[src/rtl/redmule_mx_pkg.sv]
// Shared definitions for the MX encoder arbiter slice.
//   arb_state_e       : arbiter FSM states
//   MX_ELEM_W         : width of one encoded MX element
//   MX_EXP_W          : width of the E8M0 shared exponent
//   groups_per_block(): input beats that make up one MX block
package redmule_mx_pkg;

    typedef enum logic {
        IDLE = 1'b0,
        BUSY = 1'b1
    } arb_state_e;

    localparam int unsigned MX_ELEM_W = 8;
    localparam int unsigned MX_EXP_W  = 8;

    // One MX block holds DATA_W/MX_ELEM_W elements and each input beat
    // supplies num_lanes of them.
    function automatic int unsigned groups_per_block(input int unsigned data_w,
                                                     input int unsigned num_lanes);
        return data_w / MX_ELEM_W / num_lanes;
    endfunction

endpackage

[src/rtl/redmule_mx_tag_fifo.sv]
// Small FIFO of requester IDs for blocks that are inside the encoder.
// The head is read combinationally so the output join adds no latency.
//   clk_i, rst_i        : clock, asynchronous active-high reset
//   push_i, push_data_i : write one ID
//   pop_i               : drop the head entry
//   head_o              : current head ID (valid when !empty_o)
//   full_o, empty_o     : occupancy flags from the registered count
module redmule_mx_tag_fifo #(
    parameter int unsigned ID_W  = 2,
    parameter int unsigned DEPTH = 2
) (
    input  logic            clk_i,
    input  logic            rst_i,
    input  logic            push_i,
    input  logic [ID_W-1:0] push_data_i,
    input  logic            pop_i,
    output logic [ID_W-1:0] head_o,
    output logic            full_o,
    output logic            empty_o
);

    localparam int unsigned PTR_W = (DEPTH > 1) ? $clog2(DEPTH) : 1;
    localparam int unsigned CNT_W = $clog2(DEPTH + 1);

    logic [ID_W-1:0]  mem [DEPTH];
    logic [PTR_W-1:0] wr_ptr_reg;
    logic [PTR_W-1:0] rd_ptr_reg;
    logic [CNT_W-1:0] count_reg;
    logic             push_ok;
    logic             pop_ok;

    assign full_o  = (count_reg == CNT_W'(DEPTH));
    assign empty_o = (count_reg == '0);
    assign head_o  = mem[rd_ptr_reg];

    // A push into a full FIFO is only safe when the head leaves in the
    // same cycle; the write then lands in the slot being vacated.
    assign push_ok = push_i && (!full_o || pop_i);
    assign pop_ok  = pop_i && !empty_o;

    always_ff @(posedge clk_i) begin
        if (push_ok) begin
            mem[wr_ptr_reg] <= push_data_i;
        end
    end

    always_ff @(posedge clk_i or posedge rst_i) begin
        if (rst_i) begin
            wr_ptr_reg <= '0;
            rd_ptr_reg <= '0;
            count_reg  <= '0;
        end else begin
            if (push_ok) begin
                wr_ptr_reg <= (wr_ptr_reg == PTR_W'(DEPTH - 1)) ? '0 : wr_ptr_reg + PTR_W'(1);
            end
            if (pop_ok) begin
                rd_ptr_reg <= (rd_ptr_reg == PTR_W'(DEPTH - 1)) ? '0 : rd_ptr_reg + PTR_W'(1);
            end
            case ({push_ok, pop_ok})
                2'b10:   count_reg <= count_reg + CNT_W'(1);
                2'b01:   count_reg <= count_reg - CNT_W'(1);
                default: count_reg <= count_reg;
            endcase
        end
    end

endmodule

[src/rtl/redmule_mx_enc_arbiter.sv]
// Shares one MX encoder between NUM_REQ FP16 producers. A requester owns
// the encoder input for a whole MX block (GROUPS_PER_BLOCK beats); grants
// rotate round-robin. The requester ID of every granted block is queued
// and rejoined with the encoder's value/exponent outputs.
//   clk_i, rst_i                : clock, asynchronous active-high reset
//   req_valid_i/ready_o/data_i  : per-requester FP16 beat streams
//   enc_fp16_*                  : muxed beat stream into the encoder
//   enc_val_*, enc_exp_*        : encoder value and exponent outputs
//   mx_valid_o/ready_i          : joined output handshake
//   mx_val_data_o/exp_data_o/id_o : encoded block, exponent, source ID
module redmule_mx_enc_arbiter
    import redmule_mx_pkg::*;
#(
    parameter int unsigned NUM_REQ   = 4,
    parameter int unsigned NUM_LANES = 8,
    parameter int unsigned BITW      = 16,
    parameter int unsigned DATA_W    = 256,
    parameter int unsigned TAG_DEPTH = 2,
    localparam int unsigned GROUPS_PER_BLOCK = groups_per_block(DATA_W, NUM_LANES),
    localparam int unsigned ID_W             = (NUM_REQ > 1) ? $clog2(NUM_REQ) : 1
) (
    input  logic                           clk_i,
    input  logic                           rst_i,
    input  logic [NUM_REQ-1:0]             req_valid_i,
    output logic [NUM_REQ-1:0]             req_ready_o,
    input  logic [NUM_REQ*NUM_LANES*BITW-1:0] req_data_i,
    output logic                           enc_fp16_valid_o,
    input  logic                           enc_fp16_ready_i,
    output logic [NUM_LANES*BITW-1:0]      enc_fp16_data_o,
    input  logic                           enc_val_valid_i,
    output logic                           enc_val_ready_o,
    input  logic [DATA_W-1:0]              enc_val_data_i,
    input  logic                           enc_exp_valid_i,
    output logic                           enc_exp_ready_o,
    input  logic [MX_EXP_W-1:0]            enc_exp_data_i,
    output logic                           mx_valid_o,
    input  logic                           mx_ready_i,
    output logic [DATA_W-1:0]              mx_val_data_o,
    output logic [MX_EXP_W-1:0]            mx_exp_data_o,
    output logic [ID_W-1:0]                mx_id_o
);

    localparam int unsigned BEAT_W = NUM_LANES * BITW;
    localparam int unsigned CNT_W  = (GROUPS_PER_BLOCK > 1) ? $clog2(GROUPS_PER_BLOCK) : 1;

    arb_state_e        state_reg;
    logic [ID_W-1:0]   grant_reg;
    logic [ID_W-1:0]   rr_ptr_reg;
    logic [CNT_W-1:0]  beat_cnt_reg;

    logic [BEAT_W-1:0] req_beat [NUM_REQ];
    logic              busy;
    logic              in_hs;
    logic              last_beat;
    logic              out_avail;
    logic              fifo_full;
    logic              fifo_empty;
    logic              pick_found;
    logic [ID_W-1:0]   pick_id;
    logic [ID_W:0]     pick_cand;
    logic [ID_W-1:0]   rr_next;

    for (genvar gi = 0; gi < NUM_REQ; gi++) begin : g_req
        assign req_beat[gi]    = req_data_i[gi*BEAT_W +: BEAT_W];
        assign req_ready_o[gi] = busy && (grant_reg == ID_W'(gi)) && enc_fp16_ready_i;
    end

    assign busy             = (state_reg == BUSY);
    assign enc_fp16_valid_o = busy && req_valid_i[grant_reg];
    assign enc_fp16_data_o  = req_beat[grant_reg];
    assign in_hs            = enc_fp16_valid_o && enc_fp16_ready_i;
    assign last_beat        = in_hs && (beat_cnt_reg == CNT_W'(GROUPS_PER_BLOCK - 1));
    assign rr_next          = (grant_reg == ID_W'(NUM_REQ - 1)) ? '0 : grant_reg + ID_W'(1);

    // Round-robin search starting at rr_ptr_reg; the candidate index is
    // kept one bit wider so the wrap can be done by a single subtract.
    always_comb begin
        pick_found = 1'b0;
        pick_id    = rr_ptr_reg;
        pick_cand  = '0;
        for (int unsigned i = 0; i < NUM_REQ; i++) begin
            pick_cand = {1'b0, rr_ptr_reg} + (ID_W+1)'(i);
            if (pick_cand >= (ID_W+1)'(NUM_REQ)) begin
                pick_cand = pick_cand - (ID_W+1)'(NUM_REQ);
            end
            if (!pick_found && req_valid_i[pick_cand[ID_W-1:0]]) begin
                pick_found = 1'b1;
                pick_id    = pick_cand[ID_W-1:0];
            end
        end
    end

    always_ff @(posedge clk_i or posedge rst_i) begin
        if (rst_i) begin
            state_reg    <= IDLE;
            grant_reg    <= '0;
            rr_ptr_reg   <= '0;
            beat_cnt_reg <= '0;
        end else begin
            case (state_reg)
                IDLE: begin
                    // A grant needs a free tag slot so the block's ID can
                    // always be recorded when its last beat goes in.
                    if (pick_found && !fifo_full) begin
                        grant_reg    <= pick_id;
                        beat_cnt_reg <= '0;
                        state_reg    <= BUSY;
                    end
                end
                BUSY: begin
                    // The grant is held until the block is complete, even
                    // while the owner stalls.
                    if (last_beat) begin
                        rr_ptr_reg   <= rr_next;
                        beat_cnt_reg <= '0;
                        state_reg    <= IDLE;
                    end else if (in_hs) begin
                        beat_cnt_reg <= beat_cnt_reg + CNT_W'(1);
                    end
                end
                default: state_reg <= IDLE;
            endcase
        end
    end

    redmule_mx_tag_fifo #(
        .ID_W  (ID_W),
        .DEPTH (TAG_DEPTH)
    ) u_tag_fifo (
        .clk_i       (clk_i),
        .rst_i       (rst_i),
        .push_i      (last_beat),
        .push_data_i (grant_reg),
        .pop_i       (mx_valid_o && mx_ready_i),
        .head_o      (mx_id_o),
        .full_o      (fifo_full),
        .empty_o     (fifo_empty)
    );

    // The encoder expects its value and exponent readies together, so both
    // are released only once the joined output actually transfers.
    assign out_avail       = enc_val_valid_i && enc_exp_valid_i && !fifo_empty;
    assign mx_valid_o      = out_avail;
    assign enc_val_ready_o = mx_ready_i && out_avail;
    assign enc_exp_ready_o = mx_ready_i && out_avail;
    assign mx_val_data_o   = enc_val_data_i;
    assign mx_exp_data_o   = enc_exp_data_i;

    // Encoder output without a queued ID means a block nobody was granted.
    a_no_orphan_output: assert property (@(posedge clk_i) disable iff (rst_i)
        !((enc_val_valid_i || enc_exp_valid_i) && fifo_empty));

endmodule
[config.mk]
export PLATFORM = sky130hd
export DESIGN_NAME = redmule_mx_enc_arbiter
export DESIGN_NICKNAME = d
export VERILOG_FILES = /design/src/rtl/redmule_mx_pkg.sv /design/src/rtl/redmule_mx_tag_fifo.sv /design/src/rtl/redmule_mx_enc_arbiter.sv
export SDC_FILE = /design/constraint.sdc
export NUM_CORES = 1
export LEC_CHECK = 0
export CORE_AREA = 2 2 461 463
export DETAILED_ROUTE_END_ITERATION = 16
export DIE_AREA = 0 0 463 465
export SLEW_MARGIN = 5
export SYNTH_ARGS = -nofsm -noshare
export SYNTH_HDL_FRONTEND = slang
export SYNTH_SLANG_ARGS = --single-unit
export TNS_END_PERCENT = 10
[constraint.sdc]
create_clock -name clk_i -period 3.2 [get_ports clk_i]
set_input_delay 0.64 -clock clk_i [delete_from_list [all_inputs] [get_ports clk_i]]
set_output_delay 0.64 -clock clk_i [all_outputs]
set_load 0.005 [all_outputs]
==> flow_metrics.py, run 1 <==
metrics = {
    "finish": {
        "area_growth_pct": 145.8,
        "nets": 1681,
        "instances_no_fill": 3770,
        "layout_common_cells": "clkdlybuf4s50_1, mux4_2, buf_4",
        "multi_input_area_um2": 3313,
        "drive_gt1_share_pct": 24.32,
        "regArea_um2": 402.9,
        "largest_reg_flops": 4,
        "final_common_cell": "clkdlybuf4s50_1",
        "finish.utilization_pct": 6.857,
        "fillCellCount": 24630,
        "largest_register": "u_tag_fifo.mem",
    },
    "sta": {
        "clock.fmax_mhz": 324.1,
        "tns_ps": 0,
        "fin_crit_ps": 3086,
        "fin_ws_ps": 114.1,
        "finalHoldViolCount": 0,
        "final.setup_skew_ps": 0.7511,
        "rsz0062_at_grt": "false",
        "fin_crit_sh_pct": 96.44,
        "tightestPinTransition_ps": 448.2,
        "setup-violations-final": 0,
        "report.final.slew_viol_count": 0,
        "relSlewSlack_pct": 70.09,
    },
    "synth": {
        "synth_area_leaders": "mux4_2, buf_4, dfrtp_1, edfxtp_1, ha_1",
        "syn-instance-count": 503,
        "synth_flop_cell": "dfrtp_1",
        "synth-edff-count": 4,
        "synth_area_um2": 5881,
        "ys_seq_area_share_pct": 6.723,
        "yosys.area.top_type": "mux4_2",
        "synth_seq_cells": 15,
        "syn_area_per_cell_um2": 11.69,
        "yosys_warnings": 0,
        "yosysTopAreaCellShare_pct": 49.40,
        "synth_nets": 1295,
        "synth.distinct_cells": 30,
        "async_flop_share_pct": 73.33,
    },
    "worst_setup_path": {
        "cp_top_family": "buffers and inverters",
        "critical_path_buf_inv_count": 2,
        "critPathMaxFanout": 1,
        "crit_chain": "clkdlybuf4s50_1 > mux4_2 > clkdlybuf4s50_1",
        "cp-start-kind": "input port",
        "reg2reg_slack_ps": 760,
        "crit_required_ps": 2560,
        "crit_top_cell": "clkdlybuf4s50_1",
        "cpPeakStageDelay_ps": 680,
        "cp.arrival_ps": 2450,
        "critPathCaptureType": "primary output",
        "worst-setup-path-type": "input port to primary output",
        "slowest_stage": "clkdlybuf4s50_1",
    },
    "clock_network": {
        "cts_tree": "built",
        "cts_buffer_depth": 2,
        "path_clk_slew_ps": 50,
        "cts.hold.buffers_added": 0,
        "post_cts_buffers": 0,
        "cts_buffers": 3,
        "cts.sinks": 15,
        "insertion_delay_ps": 240,
        "root_buffer": "clkbuf_16",
        "cts_resized": 0,
        "htree_num_levels": 1,
    },
    "floorplan": {
        "initial_core_util_pct": 2.789,
        "die_y_um": 465,
        "rows": 169,
        "core_um2": 210800,
        "dieWidth_um": 463,
        "io-pin-count": 1188,
        "dieArea_um2": 215300,
    },
    "hold_path": {
        "hp-class": "flop to flop",
    },
    "place": {
        "place_hpwl_um": 141000,
        "place_inst": 3705,
        "place.gp.congestion": 1.102,
        "port_buffers": 659,
        "place_ws_ps": 118.2,
    },
    "drt": {
        "drc_errors": 0,
        "drt_iter0_drc": 474,
        "wire_per_inst_um": 39.19,
        "firstDrtPassIters": 5,
        "drt_wl_total_um": 147800,
        "vias": 7646,
        "ant_nets": 0,
        "viasPerCell": 2.028,
    },
    "flow_run": {
        "drv_cap": 0,
    },
    "grt": {
        "grt_max_degree": 36,
        "grt-ovfl-total": 0,
        "grt_pass1_vias": 7234,
        "track_usage_pct": 13.16,
        "grt_pass1_wl_um": 164000,
        "antenna_found_initial": 271,
    },
    "pwr": {
        "p_per_area_nw_per_um2": 509.9,
        "leakage_nw": 4.014,
        "max-vdd-ir-drop_mv": 0.2855,
        "finalPower_mw": 7.371,
    },
    "status": {
        "status": "complete, no violations",
    },
}
## area by class of cell
class	instances	area share (%)
Timing Repair Buffer	677	48.14
Clock buffer	4	0.5453
Multi-Input combinational cell	187	22.92
Sequential cell	15	2.787
Inverter	5	0.1298
Antenna cell	61	1.056
Tap cell	2821	24.42
## through the flow
stage / hold WS (ps) / instance area [µm²]
final: 493.8 / 14460
after global routing: 515.3 / 14360
after CTS: 493.0 / 14300
after detailed placement: 485.4 / 14220
after global placement: 474.3 / 14220
after floorplan: 456.1 / 5881
## layer usage
| metal | global-route usage, % | wire length [µm] | up-vias |
|---|---|---|---|
| li1 | - | - | 2495 |
| met1 | 11.09 | 41920 | 3313 |
| met2 | 24.01 | 73960 | 1080 |
| met3 | 8.756 | 22460 | 632 |
| met4 | 5.442 | 8547 | 126 |
| met5 | 0.1098 | 870 | - |
## where the power goes
| part | internal, mW | switching (mW) |
|---|---|---|
| logic | 3.44 | 3.26 |
| clock network | 0.168 | 0.0720 |
| registers | 0.274 | 0.163 |
| total | 3.88 | 3.49 |
## synthesized netlist by cell type (4+ instances only)
master    instances
ha_1              6
buf_2            14
nand3_1           5
dfrtp_1          11
and3_1            4
buf_4           271
edfxtp_1          4
nor2_1            6
nor2b_1           4
nand2_1           6
inv_1             5
clkbuf_1          4
mux4_2          129
buf_1             6
## final timing paths
check                                          end                  start  cells past startpoint
max                           enc_fp16_data_o[120]        req_data_i[504]                      3
min                          u_tag_fifo.wr_ptr_reg  u_tag_fifo.wr_ptr_reg                      1
max reg2reg                u_tag_fifo.count_reg[1]           grant_reg[0]                      7
min reg2reg                  u_tag_fifo.wr_ptr_reg  u_tag_fifo.wr_ptr_reg                      1
max in group asynchronous             grant_reg[0]                  rst_i                      2
min in group asynchronous             grant_reg[1]                  rst_i                      2
## logic make-up after synthesis
kind of cell | count (synthesis) | synth area share, %
AOI/OAI and AO/OA | 13 | 1.596
xor gates and xnor gates | 5 | 0.7448
adders and majority gates | 6 | 1.277
buffers and inverters | 301 | 36.94
DFF | 15 | 6.723
muxes | 132 | 49.98
and+or+nand+nor | 31 | 2.744
No activity file was read; power rests on OpenSTA's default activity.
==> run 2, diff against run 1 <==
==> constraint.sdc (replaced) <==
create_clock -name clk_i -period 3.2 [get_ports clk_i]
set_input_delay 0.64 -clock clk_i [delete_from_list [all_inputs] [get_ports clk_i]]
set_output_delay 0.64 -clock clk_i [all_outputs]
set_load 0.02 [all_outputs]
==> flow_metrics.py, run 2 (synthesis gave the netlist of run 1 again) <==
metrics = {
    "status": {
        "status": "complete, no violations",
    },
    "sta": {
        "rsz0062_at_grt": "false",
        "fin_crit_ps": 3107,
        "tns_ps": 0,
        "fin_ws_ps": 92.91,
        "final.setup_skew_ps": 1.782,
        "relSlewSlack_pct": 68.34,
        "setup-violations-final": 0,
        "fin_crit_sh_pct": 97.10,
        "clock.fmax_mhz": 321.8,
        "tightestPinTransition_ps": 475.0,
        "report.final.slew_viol_count": 0,
        "finalHoldViolCount": 0,
    },
    "worst_setup_path": {
        "reg2reg_slack_ps": 900,
        "cp-start-kind": "flop",
        "slowest_stage": "mux4_2",
        "rr_endpoint": "u_tag_fifo.count_reg[1]",
        "cpPeakStageDelay_ps": 670,
        "critPathMaxFanout": 26,
        "r2r-start": "grant_reg[1]",
        "critPathCaptureType": "primary output",
        "worst-setup-path-type": "flop to primary output",
        "cp.arrival_ps": 2470,
        "cp_top_family": "buffers and inverters",
        "crit_required_ps": 2560,
        "crit_chain": "buf_12 > mux4_2 > clkdlybuf4s50_1",
        "reg2regPathDepth": 7,
        "critical_path_buf_inv_count": 2,
    },
    "clock_network": {
        "cts_resized": 0,
        "cts_buffers": 3,
        "path_clk_slew_ps": 50,
        "htree_num_levels": 1,
        "root_buffer": "clkbuf_16",
        "cts.hold.buffers_added": 0,
        "post_cts_buffers": 0,
        "cts.sinks": 15,
        "cts_buffer_depth": 2,
        "cts_tree": "built",
        "insertion_delay_ps": 240,
    },
    "floorplan": {
        "dieArea_um2": 215300,
        "rows": 169,
        "initial_core_util_pct": 2.789,
        "dieWidth_um": 463,
        "core_um2": 210800,
        "die_y_um": 465,
        "io-pin-count": 1188,
    },
    "grt": {
        "grt_pass1_wl_um": 162800,
        "track_usage_pct": 13.06,
        "grt-ovfl-total": 0,
        "grt_max_degree": 65,
        "grt_pass1_vias": 7245,
        "antenna_found_initial": 279,
    },
    "place": {
        "place_inst": 3698,
        "place_hpwl_um": 140100,
        "place_ws_ps": 235.4,
        "dpl_cell_area_um2": 14240,
        "port_buffers": 659,
        "place.gp.congestion": 1.113,
    },
    "finish": {
        "final_common_cell": "clkdlybuf4s50_1",
        "area_growth_pct": 145.9,
        "fillCellCount": 24620,
        "largest_register": "u_tag_fifo.mem",
        "nets": 1674,
        "final_area_um2": 14460,
        "largest_reg_flops": 4,
        "layout_common_cells": "clkdlybuf4s50_1, mux4_2, buf_4",
        "drive_gt1_share_pct": 27.92,
        "instances_no_fill": 3759,
    },
    "hold_path": {
        "hold_end": "u_tag_fifo.wr_ptr_reg",
        "hp-class": "flop to flop",
        "hold_depth": 1,
        "min_from": "u_tag_fifo.wr_ptr_reg",
    },
    "pwr": {
        "leakage_nw": 4.072,
        "max-vdd-ir-drop_mv": 0.3069,
        "p_per_area_nw_per_um2": 574.6,
    },
    "drt": {
        "vias": 7646,
        "wire_per_inst_um": 38.99,
        "drt_wl_total_um": 146500,
        "drt_iter0_drc": 426,
        "viasPerCell": 2.034,
        "firstDrtPassIters": 4,
        "drc_errors": 0,
        "ant_nets": 0,
    },
    "flow_run": {
        "drv_cap": 0,
    },
}
==> run 2: worst max-delay path by stage <==
stage | start | end | slack (ps) | depth (start not counted)
detailed placement | req_data_i[106] | enc_fp16_data_o[106] | 240 | 3
CTS | grant_reg[0] | enc_fp16_data_o[108] | 80 | 3
global placement | req_data_i[106] | enc_fp16_data_o[106] | 250 | 3
finish | grant_reg[0] | enc_fp16_data_o[108] | 90 | 3
global route | grant_reg[0] | enc_fp16_data_o[108] | 60 | 3
floorplan | grant_reg[0] | enc_fp16_data_o[31] | 1010 | 4
==> run 2: metal layers <==
metal  vias up  track usage, %  part of all wire [%]
met5         -          0.3513                  0.68
met4       134           5.600                   5.6
met3       646           9.124                    16
met2      1101           23.75                    50
met1      3286           10.70                    28
li1       2479               -                     -
==> run 2: final cells by class <==
type	instances	area [µm²]	share of cell area [%]
well taps	2821	3530	24.41
inverters	5	18.77	0.1298
flip-flops and latches	15	402.9	2.786
clock buffers	4	78.83	0.5450
repair buffers	670	6977	48.24
multi-input cells	187	3313	22.91
diodes	57	142.6	0.9862
==> run 2: per-stage QoR <==
stage / power [mW] / hold slack, ps / utilization [%]
after floorplan: 3.950 / 456.1 / -
final: 8.310 / 491.5 / 6.860
after global routing: 8.865 / 523.2 / 6.826
after global placement: 8.622 / 473.7 / 6.755
after CTS: 8.934 / 492.6 / 6.793
after detailed placement: 8.655 / 482.0 / 6.755
==> run 2: power by group <==
| group | internal (mW) | total [mW] | leakage (nW) | switching [mW] |
|---|---|---|---|---|
| combinational | 3.51 | 7.65 | 3.87 | 4.14 |
| clock | 0.168 | 0.240 | 0.0385 | 0.0714 |
| sequential | 0.275 | 0.418 | 0.168 | 0.144 |
| total | 3.96 | 8.31 | 4.07 | 4.35 |
==> run 2: worst reg2reg max path: cells and delay by family (launching register included) <==
kind / cells / cell delay, ps
AOI/OAI and AO/OA: 1 / 260
xor gates and xnor gates: 1 / 150
adders and majority gates: 1 / 300
buffers and inverters: 1 / 290
DFF: 1 / 590
muxes: 1 / 290
and+or+nand+nor: 2 / 340
==> run 3, diff against run 2 <==
--- a/config.mk
+++ b/config.mk
@@ -5,6 +5,7 @@
 export SDC_FILE = /design/constraint.sdc
 export NUM_CORES = 1
 export LEC_CHECK = 0
+export CAP_MARGIN = 40
 export CORE_AREA = 2 2 461 463
 export DETAILED_ROUTE_END_ITERATION = 16
 export DIE_AREA = 0 0 463 465
==> results of run 3 <==
Same layout as run 2: the final DEF is identical, and so are final timing and power.
